$ cat src/rtl/pic_irr_resolver.sv
// PIC request front end: IRR capture (edge/level), rotating fully nested priority
// resolution against the ISR, INT generation and the two-pulse INTA sequencer.
module pic_irr_resolver (
    input  logic       clk,
    input  logic       reset_n,
    input  logic [7:0] ir,
    input  logic       level_triggered,
    input  logic [7:0] interrupt_mask,
    input  logic [7:0] in_service_register,
    input  logic [2:0] lowest_priority,
    input  logic       inta,
    output logic [7:0] interrupt_request,
    output logic       int_out,
    output logic [7:0] set_isr,
    output logic [2:0] vector_index,
    output logic       vector_valid,
    output logic       spurious,
    output logic [1:0] debug_state
);

    localparam logic [1:0] S_IDLE      = 2'd0;
    localparam logic [1:0] S_PENDING   = 2'd1;
    localparam logic [1:0] S_ACK1_WAIT = 2'd2;

    logic [1:0] state;
    logic [1:0] state_next;
    logic [7:0] ir_prev;
    logic [7:0] eligible;
    logic       win_found;
    logic [2:0] win_idx;
    logic [2:0] win_rank;
    logic       isr_found;
    logic [2:0] isr_rank;
    logic       qualify;
    logic       freeze;
    logic       ack1_hit;
    logic [7:0] ack_clear;
    logic [7:0] irr_next;
    logic [2:0] latched_idx;
    logic       latched_spurious;

    assign eligible    = interrupt_request & ~interrupt_mask;
    assign debug_state = state;
    assign freeze      = (state == S_ACK1_WAIT);

    // Scan ranks from lowest to highest priority so the highest-priority hit is kept last.
    always_comb begin
        logic [2:0] idx;
        win_found = 1'b0;
        win_idx   = 3'd0;
        win_rank  = 3'd0;
        isr_found = 1'b0;
        isr_rank  = 3'd0;
        idx       = 3'd0;
        for (int r = 7; r >= 0; r--) begin
            idx = 3'(r) + lowest_priority + 3'd1;
            if (eligible[idx]) begin
                win_found = 1'b1;
                win_idx   = idx;
                win_rank  = 3'(r);
            end
            if (in_service_register[idx]) begin
                isr_found = 1'b1;
                isr_rank  = 3'(r);
            end
        end
    end

    assign qualify   = win_found && (!isr_found || (win_rank < isr_rank));
    assign ack1_hit  = (state == S_PENDING) && inta && qualify;
    assign ack_clear = ack1_hit ? (8'h01 << win_idx) : 8'h00;

    // During ACK1_WAIT the register may only lose bits; edges seen then are dropped.
    always_comb begin
        irr_next = 8'h00;
        if (level_triggered)
            irr_next = ir & (freeze ? interrupt_request : 8'hff) & ~ack_clear;
        else
            irr_next = (interrupt_request | (ir & ~ir_prev & {8{~freeze}})) & ir & ~ack_clear;
    end

    always_comb begin
        state_next = state;
        case (state)
            S_IDLE:      if (qualify) state_next = S_PENDING;
            S_PENDING: begin
                if (inta)          state_next = S_ACK1_WAIT;
                else if (!qualify) state_next = S_IDLE;
            end
            S_ACK1_WAIT: if (inta) state_next = S_IDLE;
            default:     state_next = S_IDLE;
        endcase
    end

    always_ff @(posedge clk) begin
        if (!reset_n) begin
            state             <= S_IDLE;
            ir_prev           <= 8'h00;
            interrupt_request <= 8'h00;
            int_out           <= 1'b0;
            set_isr           <= 8'h00;
            vector_index      <= 3'd0;
            vector_valid      <= 1'b0;
            spurious          <= 1'b0;
            latched_idx       <= 3'd0;
            latched_spurious  <= 1'b0;
        end else begin
            state             <= state_next;
            ir_prev           <= ir;
            interrupt_request <= irr_next;
            int_out           <= (state_next != S_IDLE);
            set_isr           <= ack_clear;
            vector_valid      <= 1'b0;
            spurious          <= 1'b0;
            if (state == S_PENDING && inta) begin
                latched_idx      <= qualify ? win_idx : 3'd7;
                latched_spurious <= !qualify;
            end
            if (state == S_ACK1_WAIT && inta) begin
                vector_valid <= 1'b1;
                vector_index <= latched_idx;
                spurious     <= latched_spurious;
            end
        end
    end

endmodule

$ cat config.mk
export PLATFORM = sky130hd
export DESIGN_NAME = pic_irr_resolver
export DESIGN_NICKNAME = d
export VERILOG_FILES = /design/src/rtl/pic_irr_resolver.sv
export SDC_FILE = /design/constraint.sdc
export NUM_CORES = 1
export LEC_CHECK = 0
export ABC_AREA = 1
export CELL_PAD_IN_SITES_DETAIL_PLACEMENT = 0
export CELL_PAD_IN_SITES_GLOBAL_PLACEMENT = 1
export CORE_ASPECT_RATIO = 0.6
export CORE_MARGIN = 3
export CORE_UTILIZATION = 39
export DETAILED_ROUTE_END_ITERATION = 12
export PLACE_DENSITY_LB_ADDON = 0.1
export REMOVE_ABC_BUFFERS = 1
export SLEW_MARGIN = 20
export SYNTH_ARGS = -nofsm -noshare
export SYNTH_HDL_FRONTEND = slang
export SYNTH_SLANG_ARGS = --single-unit
$ cat constraint.sdc
create_clock -name clk -period 9.62 [get_ports clk]
set_input_delay 0.962 -clock clk [delete_from_list [all_inputs] [get_ports clk]]
set_output_delay 0.962 -clock clk [all_outputs]
set_load 0.02 [all_outputs]
After elaboration in Yosys (flattened, before gate mapping)
Cells that the tools add are included. Widths: inputs -> output; s select.

Bits of input ports: 31. Register bits: 36.

Reduce and logical (&&, ||, !) cells: 10. Bitwise gates (word level): 12. Magnitude comparators: 9. Add/sub/neg operators: 14. Shifts and indexed selects: 1. Eq/ne operators: 2. Muxes and demuxes: 82.

Operators with widths (count): $mux 3 (25); $and 8x8->8 (7); $bmux 1 s3 (16); $mux 1 (33); $lt 3x4->1 const B (8); $add 3x1->3 const B (8); $mux 8 (3); $not 8->8 (3); $add 3x3->3 const A (4); $mux 2 (4); $or 8x8->8 (1); $shl 1x3->8 const A (1); $add 2x3->3 const A (2); $pmux 2 s3 (1); $logic_and 1x1->1 (4); $lt 3x3->1 (1); $eq 2x1->1 const B (1); $eq 2x2->1 const B (1); $logic_not 1->1 (2); $logic_not 2->1 (1); $reduce_and 2->1 (1); $reduce_bool 2->1 (1); $logic_or 1x1->1 (1); $not 1->1 (1).

Longest topological paths before layout
Gate-level depths: netlist of run 1.

Depth after elaboration: 20. Gate-level depth with buffers: 24.

Least setup slack after synthesis of run 1
Ideal clock, no wire load.

Kind: input to register. Start: input port lowest_priority[1]. End: register interrupt_request[3]. Setup slack: 5945 ps. Path buffers: 2. Arrival time: 3557 ps. Stages on the path: 19. Setup time: 119 ps. Path through: buf_2 -> inv_2 -> ha_1 -> buf_4 -> nand3_2 -> nand3_2 -> nand2_1 -> or2_1 -> nor3_1 -> nor3_1 -> ha_1 -> a21oi_1 -> nand2_1 -> nand2_2 -> nand3_4 -> inv_4 -> nand2_4 -> nor2_2 -> nor2_2.

Longest elaborated chain between the ends: 20.

Ends and longest elaborated chain: start, declared (line 10) `input logic [2:0] lowest_priority,`; $add 3x3->3 (line 56) `idx = 3'(r) + lowest_priority + 3'd1;`; $add 3x1->3 (line 56); $bmux 1 s3, on equally long branches (line 57, 62); $mux 1, on equally long branches (line 57, 62); $mux 3 (tied with other cells) (8 in series) (line 57) `if (eligible[idx]) begin`; $lt 3x3->1 or $logic_not 1->1 (tied branches) (line 69) `assign qualify = win_found && (!isr_found || (win_rank < isr_rank));`; $logic_or 1x1->1 (line 69); $logic_and 1x1->1 (line 69); $logic_and 1x1->1 (line 70) `assign ack1_hit = (state == S_PENDING) && inta && qualify;`; $mux 8 * (line 71) `assign ack_clear = ack1_hit ? (8'h01 << win_idx) : 8'h00;`; $not 8->8 * (line 77, 79); $and 8x8->8, on equally long branches (line 79, 77); $mux 8 * (line 76) `if (level_triggered)`; end signal, assigned (line 110) `interrupt_request <= irr_next;`; end, declared (line 12) `output logic [7:0] interrupt_request,`.

Mark *: on every way between the ends. The rest lies on a longest branch, timed or not. The select of a mux whose other input is x is not followed. A chain may end at the register's enable or synchronous reset.

Worst setup path after layout of run 1
Start: input port lowest_priority[0]. End: register interrupt_request[0].

The elaborated chain is that of the path after synthesis.

==> results_dict.tcl, run 1 <==
set metrics [dict create \
    ir_worst_vdd_mv 0.09320 \
    drtIter0Drc 221 \
    tns_ns 0 \
    holdCritPathClass "reg2reg" \
    cts_tree "built" \
    status "finished clean" \
    worst_ep_required_time_ns 9.78 \
    slew_headroom_pct 42.63 \
    cp.arrival_ns 4.93 \
    setup_viol 0 \
    grt_pass1_vias 2283 \
    critPathCaptureType "register" \
    drc 0 \
    netlist_instances 414 \
    area_growth_pct 27.24 \
    fin_nets 503 \
    fin_crit_sh_pct 49.61 \
    postCtsSetupBuffers 0 \
    dieArea_um2 7966 \
    hpwl_mm 6.358 \
    clock_skew_ns 0.004831 \
    initial_core_util_pct 42.14 \
    final_hold_viol_count 0 \
    fillers 658 \
    async_reset_ff_share_pct 0 \
    rsz0062_at_grt "false" \
    cp_max_fo 21 \
    cts_buffers 5 \
    crit_type "in2reg" \
    wirelength_mm 7.828 \
    grt_overflow 0 \
    boundaryPins 55 \
    tightest_slew_ns 0.8574 \
    track_usage_pct 19.60 \
    drtPass1Iterations 5 \
    postCtsHoldBufs 0 \
    r2r_slack_ns 6.78 \
    maxSlewViolCount 0 \
    io_buffers 54 \
    root_buffer "clkbuf_16" \
    ant_nets 0 \
    core_um2 6386 \
    crit_family "buffers and inverters" \
    rows 22 \
    wire_per_inst_um 14.21 \
    antenna_found_initial 0 \
    ys_types 45 \
    ys_seq_area_share_pct 26.78 \
    clk_pin_slew_ns 0.05 \
    antenna_cells 0 \
    netlist_area_um2 2691 \
    clock_latency_ns 0.28 \
    power_density_nw_per_um2 161.4 \
    max_clock_freq_ghz 0.2096 \
    clockBufferDepth 2 \
    cp_slowest_cell "ha_1" \
    synth_ff_type "dfxtp_1" \
    cts_htree_levels 2 \
    cp_num_buf_inv 7 \
    ys_warn_count 0 \
    finalCriticalPeriod_ns 4.772 \
    start_kind "input port" \
    cpPeakStageDelay_ns 0.70 \
    hold_ws_ns 0.4589 \
    grt_pass1_wl_mm 12.12 \
    via_count 2808 \
    cts_sinks 36 \
    drv_cap 0 \
    power.leakage_nw 1.619 \
    die_y_um 70.35 \
    cts-resized-gates 0 \
    ys_seq_elements 36 \
    die_width_um 113.2 \
    grt_start_max_net_pins 22 \
    synth-edff-count 0 \
    layout-drive-gt1-share_pct 14.99 \
    place.gp.congestion 0.9190 \
    drt-vias-per-instance 5.096 \
    syn_avg_cell_area_um2 6.501 \
    crit_chain "clkdlybuf4s50_1 > buf_4 > inv_2 > ha_1 > xor2_4 > inv_2 > nor2_1 > nor2_2 > nor2_4 > inv_2 > nor2_1 > inv_1 > nor3_1 > ha_1 > a21oi_1 > nand2_1 > nand2_2 > nand3_4 > inv_4 > nand2_4 > nor2_2 > nor2_2" \
]
## final cells by class
| class | count | area [um2] | share of cell area (%) |
|---|---|---|---|
| multi-input cells | 306 | 1653 | 48.26 |
| flip-flops and latches | 36 | 720.7 | 21.04 |
| repair buffers | 55 | 548.0 | 16.00 |
| inverters | 63 | 245.2 | 7.161 |
| clock buffers | 7 | 152.6 | 4.457 |
| well taps | 84 | 105.1 | 3.069 |
## synth_stat cells, types with 2 or more instances
cell	n	area share (%)
inv_1	45	6.3
nor2_2	8	1.9
nor3_2	6	2.2
nand3_2	6	2.2
nand2_1	103	14
dfxtp_1	36	27
nand2_4	3	1.3
nor2_1	42	5.9
ha_1	5	2.3
o22ai_1	2	0.46
nand3_1	60	11
inv_2	14	2.0
a21oi_1	15	2.8
or2_1	2	0.46
xor2_4	2	2.0
o21ai_0	20	3.7
o21ai_2	2	0.65
nor3_1	5	0.93
clkbuf_1	2	0.28
buf_6	3	1.3
a31oi_1	3	0.70
nand2_2	7	1.6
## sequential cells by signal (all words and copies together), names as in the netlist
name,cells
interrupt_request,8
ir_prev,8
set_isr,8
latched_idx,3
vector_index,3
debug_state,2
int_out,1
latched_spurious,1
spurious,1
vector_valid,1
## through the flow
stage          util [%]  worst slack, ns  instance area, um2  cells  power, mW
2_1_floorplan         -            5.995                2619    405     0.3212
3_3_place_gp      51.23            4.618                3272    544     0.3875
3_5_place_dp      51.23            4.642                3272    544     0.3879
4_1_cts           53.62            4.921                3425    551     0.5558
5_1_grt           53.62            4.551                3425    551     0.5859
6_report          53.62            4.848                3425    551     0.5527
## worst reg2reg max path: cells and delay by family (launching register included)
kind | cells | cell delay (ns)
and+or+nand+nor | 12 | 1.59
buffers and inverters | 1 | 0.11
AOI/OAI and AO/OA | 2 | 0.38
DFF | 1 | 0.34
adders and majority gates | 1 | 0.31
## kinds of logic (layout without fill, tap and decap cells)
| family | after synthesis | after routing | share of synthesized area [%] |
|---|---|---|---|
| AND/OR/NAND/NOR | 250 | 250 | 45.24 |
| buffers and inverters | 72 | 125 | 11.81 |
| AO/OA/AOI/OAI | 48 | 48 | 11.20 |
| flip-flops | 36 | 36 | 26.78 |
| adder cells (fa/ha/maj) | 5 | 5 | 2.325 |
| XOR/XNOR | 3 | 3 | 2.650 |
## power breakdown
group          internal (mW)  switching [mW]  leakage [nW]  total, mW
combinational         0.0785           0.140          1.25      0.218
sequential             0.162         0.00772         0.295      0.169
clock                  0.108          0.0567        0.0760      0.165
total                  0.349           0.204          1.62      0.553
## layer usage
| layer | global-route usage, % | wire (um) | vias up |
|---|---|---|---|
| met3 | 5.455 | 695 | 0 |
| met2 | 22.64 | 2774 | 128 |
| met4 | 2.800 | 0 | 0 |
| met1 | 33.80 | 4358 | 1249 |
| li1 | - | - | 1431 |
| met5 | 0 | 0 | - |
## path summary, 6_finish.rpt
path	startpoint	cells past startpoint	to
hold reg to reg	vector_index[2]$_SDFFE_PN0P_	2	vector_index[2]$_SDFFE_PN0P_
setup / recovery	lowest_priority[0]	22	interrupt_request[0]$_SDFF_PN0_
hold / removal	vector_index[2]$_SDFFE_PN0P_	2	vector_index[2]$_SDFFE_PN0P_
setup reg to reg	interrupt_request[7]$_SDFF_PN0_	16	interrupt_request[0]$_SDFF_PN0_
## placed cells by master, fill, tap and decap left out, types with 2 or more instances in the layout
master             n
a21oi_1           15
a31oi_1            3
clkbuf_16          5
clkbuf_8           2
clkdlybuf4s50_1   54
dfxtp_1           36
ha_1               5
inv_1             45
inv_2             14
nand2_1          103
nand2_2            7
nand2_4            3
nand3_1           60
nand3_2            6
nor2_1            42
nor2_2             8
nor3_1             5
nor3_2             6
o21ai_0           20
o21ai_2            2
o22ai_1            2
or2_1              2
xor2_4             2
Power figures use the tool's default switching activity.
==> run 2, diff against run 1 <==
CORE_UTILIZATION = 36   (was 39)
clock period = 4.8 ns   (was 9.62 ns; I/O delays follow)
==> results_dict.tcl, run 2 (synthesis gave the netlist of run 1 again) <==
set metrics [dict create \
    status "finished clean" \
    tns_ns 0 \
    register_area_um2 720.7 \
    cts-resized-gates 0 \
    pwr-share-clk_pct 32.2 \
    hold_ws_ns 0.4607 \
    cts_sinks 36 \
    ant_nets 0 \
    die_y_um 72.98 \
    postCtsHoldBufs 0 \
    tightest_slew_ns 0.8325 \
    multi_input_area_um2 1653 \
    root_buffer "clkbuf_16" \
    clock_latency_ns 0.28 \
    dieArea_um2 8584 \
    power_density_nw_per_um2 331.5 \
    largestRegisters "interrupt_request: 8 flops, ir_prev: 8 flops, set_isr: 8 flops" \
    setup_viol 0 \
    core_um2 6964 \
    rows 23 \
    maxSlewViolCount 0 \
    rsz0062_at_grt "false" \
    switching_share_pct 37.04 \
    place.gp.congestion 0.9438 \
    fillers 732 \
    cts_buffers 5 \
    drtIter0Drc 295 \
    combPwrFrac_pct 38.4 \
    die_width_um 117.6 \
    cp_max_fo 9 \
    crit_start "lowest_priority[2]" \
    worst_ep_required_time_ns 4.97 \
    fin_util_pct 50.00 \
    initial_core_util_pct 38.65 \
    postCtsSetupBuffers 0 \
    fin_crit_sh_pct 76.68 \
    io_buffers 54 \
    boundaryPins 55 \
    area_growth_pct 29.38 \
    via_count 2822 \
    crit_type "in2reg" \
    power.leakage_nw 1.637 \
    wire_per_inst_um 14.69 \
    antenna_cells 0 \
    hp-start "vector_index[1]$_SDFFE_PN0P_" \
    whs_path_depth 2 \
    clock_skew_ns 0.003254 \
    grt_overflow 0 \
    layout-drive-gt1-share_pct 15.71 \
    grt_start_max_net_pins 21 \
    p_switching_uw 427.5 \
    slew_headroom_pct 44.30 \
    clockBufferDepth 2 \
    ff2ff_path_depth 16 \
    ir_worst_vdd_mv 0.1491 \
    drc 0 \
    clk_pin_slew_ns 0.06 \
    grt_pass1_vias 2505 \
    cp.arrival_ns 3.85 \
    final_hold_viol_count 0 \
    holdCritPathClass "reg2reg" \
    final_common_cell "nand2_1" \
    track_usage_pct 20.50 \
    critPathCaptureType "register" \
    max_clock_freq_ghz 0.2717 \
    drv_cap 0 \
    start_kind "input port" \
    drtPass1Iterations 5 \
    antenna_found_initial 0 \
    grt_pass1_wl_mm 13.61 \
    final_cell_mix "nand2_1, nand3_1, clkdlybuf4s50_1" \
    wirelength_mm 8.389 \
    p_int_uw 726.7 \
    drt-vias-per-instance 4.942 \
    r2r-start "interrupt_request[1]$_SDFF_PN0_" \
    fin_nets 506 \
    hpwl_mm 6.815 \
    finalCriticalPeriod_ns 3.681 \
    cts_htree_levels 2 \
    cts_tree "built" \
    pwr-share-seq_pct 29.4 \
    power_mw 1.154 \
]
[run 2: changes by cell type in the layout (fill, tap and decap cells not counted), sizes merged]
cell,change
bufinv,+1
clkbuf,-2
buf,+3
clkinvlp,+1
clkinv,+1
[run 2: layer usage]
layer	part of all wire (%)	wire length, um	global-route usage (%)
met1	55	4627	35.10
met2	35	2955	24.49
met3	9.3	784	4.648
met4	0.25	21	3.506
met5	0	0	0
[run 2: critical path: stages]
cell             delay (ns)
clkdlybuf4s50_1        0.83
inv_6                  0.11
or2_4                  0.26
nand2_4                0.13
xnor2_2                0.15
clkinv_2               0.13
nand3_2                0.09
inv_2                  0.05
nor2_4                 0.10
inv_2                  0.07
nor2_1                 0.13
inv_1                  0.07
nor3_1                 0.17
ha_1                   0.28
a21oi_1                0.15
nand2_1                0.07
nand2_2                0.09
nand3_4                0.12
inv_4                  0.11
nand2_4                0.09
nor2_2                 0.12
nor2_2                 0.04
[run 2: final timing paths]
path	end	slack (ns)
worst max-delay path	interrupt_request[2]$_SDFF_PN0_	1.12
worst min-delay path	vector_index[1]$_SDFFE_PN0P_	0.46
worst max register to register	interrupt_request[2]$_SDFF_PN0_	2.01
worst min register to register	vector_index[1]$_SDFFE_PN0P_	0.46
[run 2: layout make-up]
cell class	count	area share, %
Sequential cell	36	20.70
Clock inverter	3	1.222
Timing Repair Buffer	58	16.39
Tap cell	100	3.593
Multi-Input combinational cell	306	47.47
Clock buffer	5	3.593
Inverter	63	7.043
[run 2: power groups by stage]
stage,Sequential [mW],Clock [mW],Combinational (mW)
after floorplan,0.360,0,0.284
after global placement,0.346,0,0.437
after detailed placement,0.346,0,0.438
after CTS,0.340,0.377,0.441
after global routing,0.342,0.393,0.497
final,0.340,0.371,0.443
[run 2: metrics by stage]
step	instances	area (um2)	setup slack, ns
2_1_floorplan	405	2619	1.657
3_3_place_gp	563	3314	0.8114
3_5_place_dp	563	3314	0.8227
4_1_cts	571	3482	1.078
5_1_grt	571	3482	0.8052
6_report	571	3482	1.119
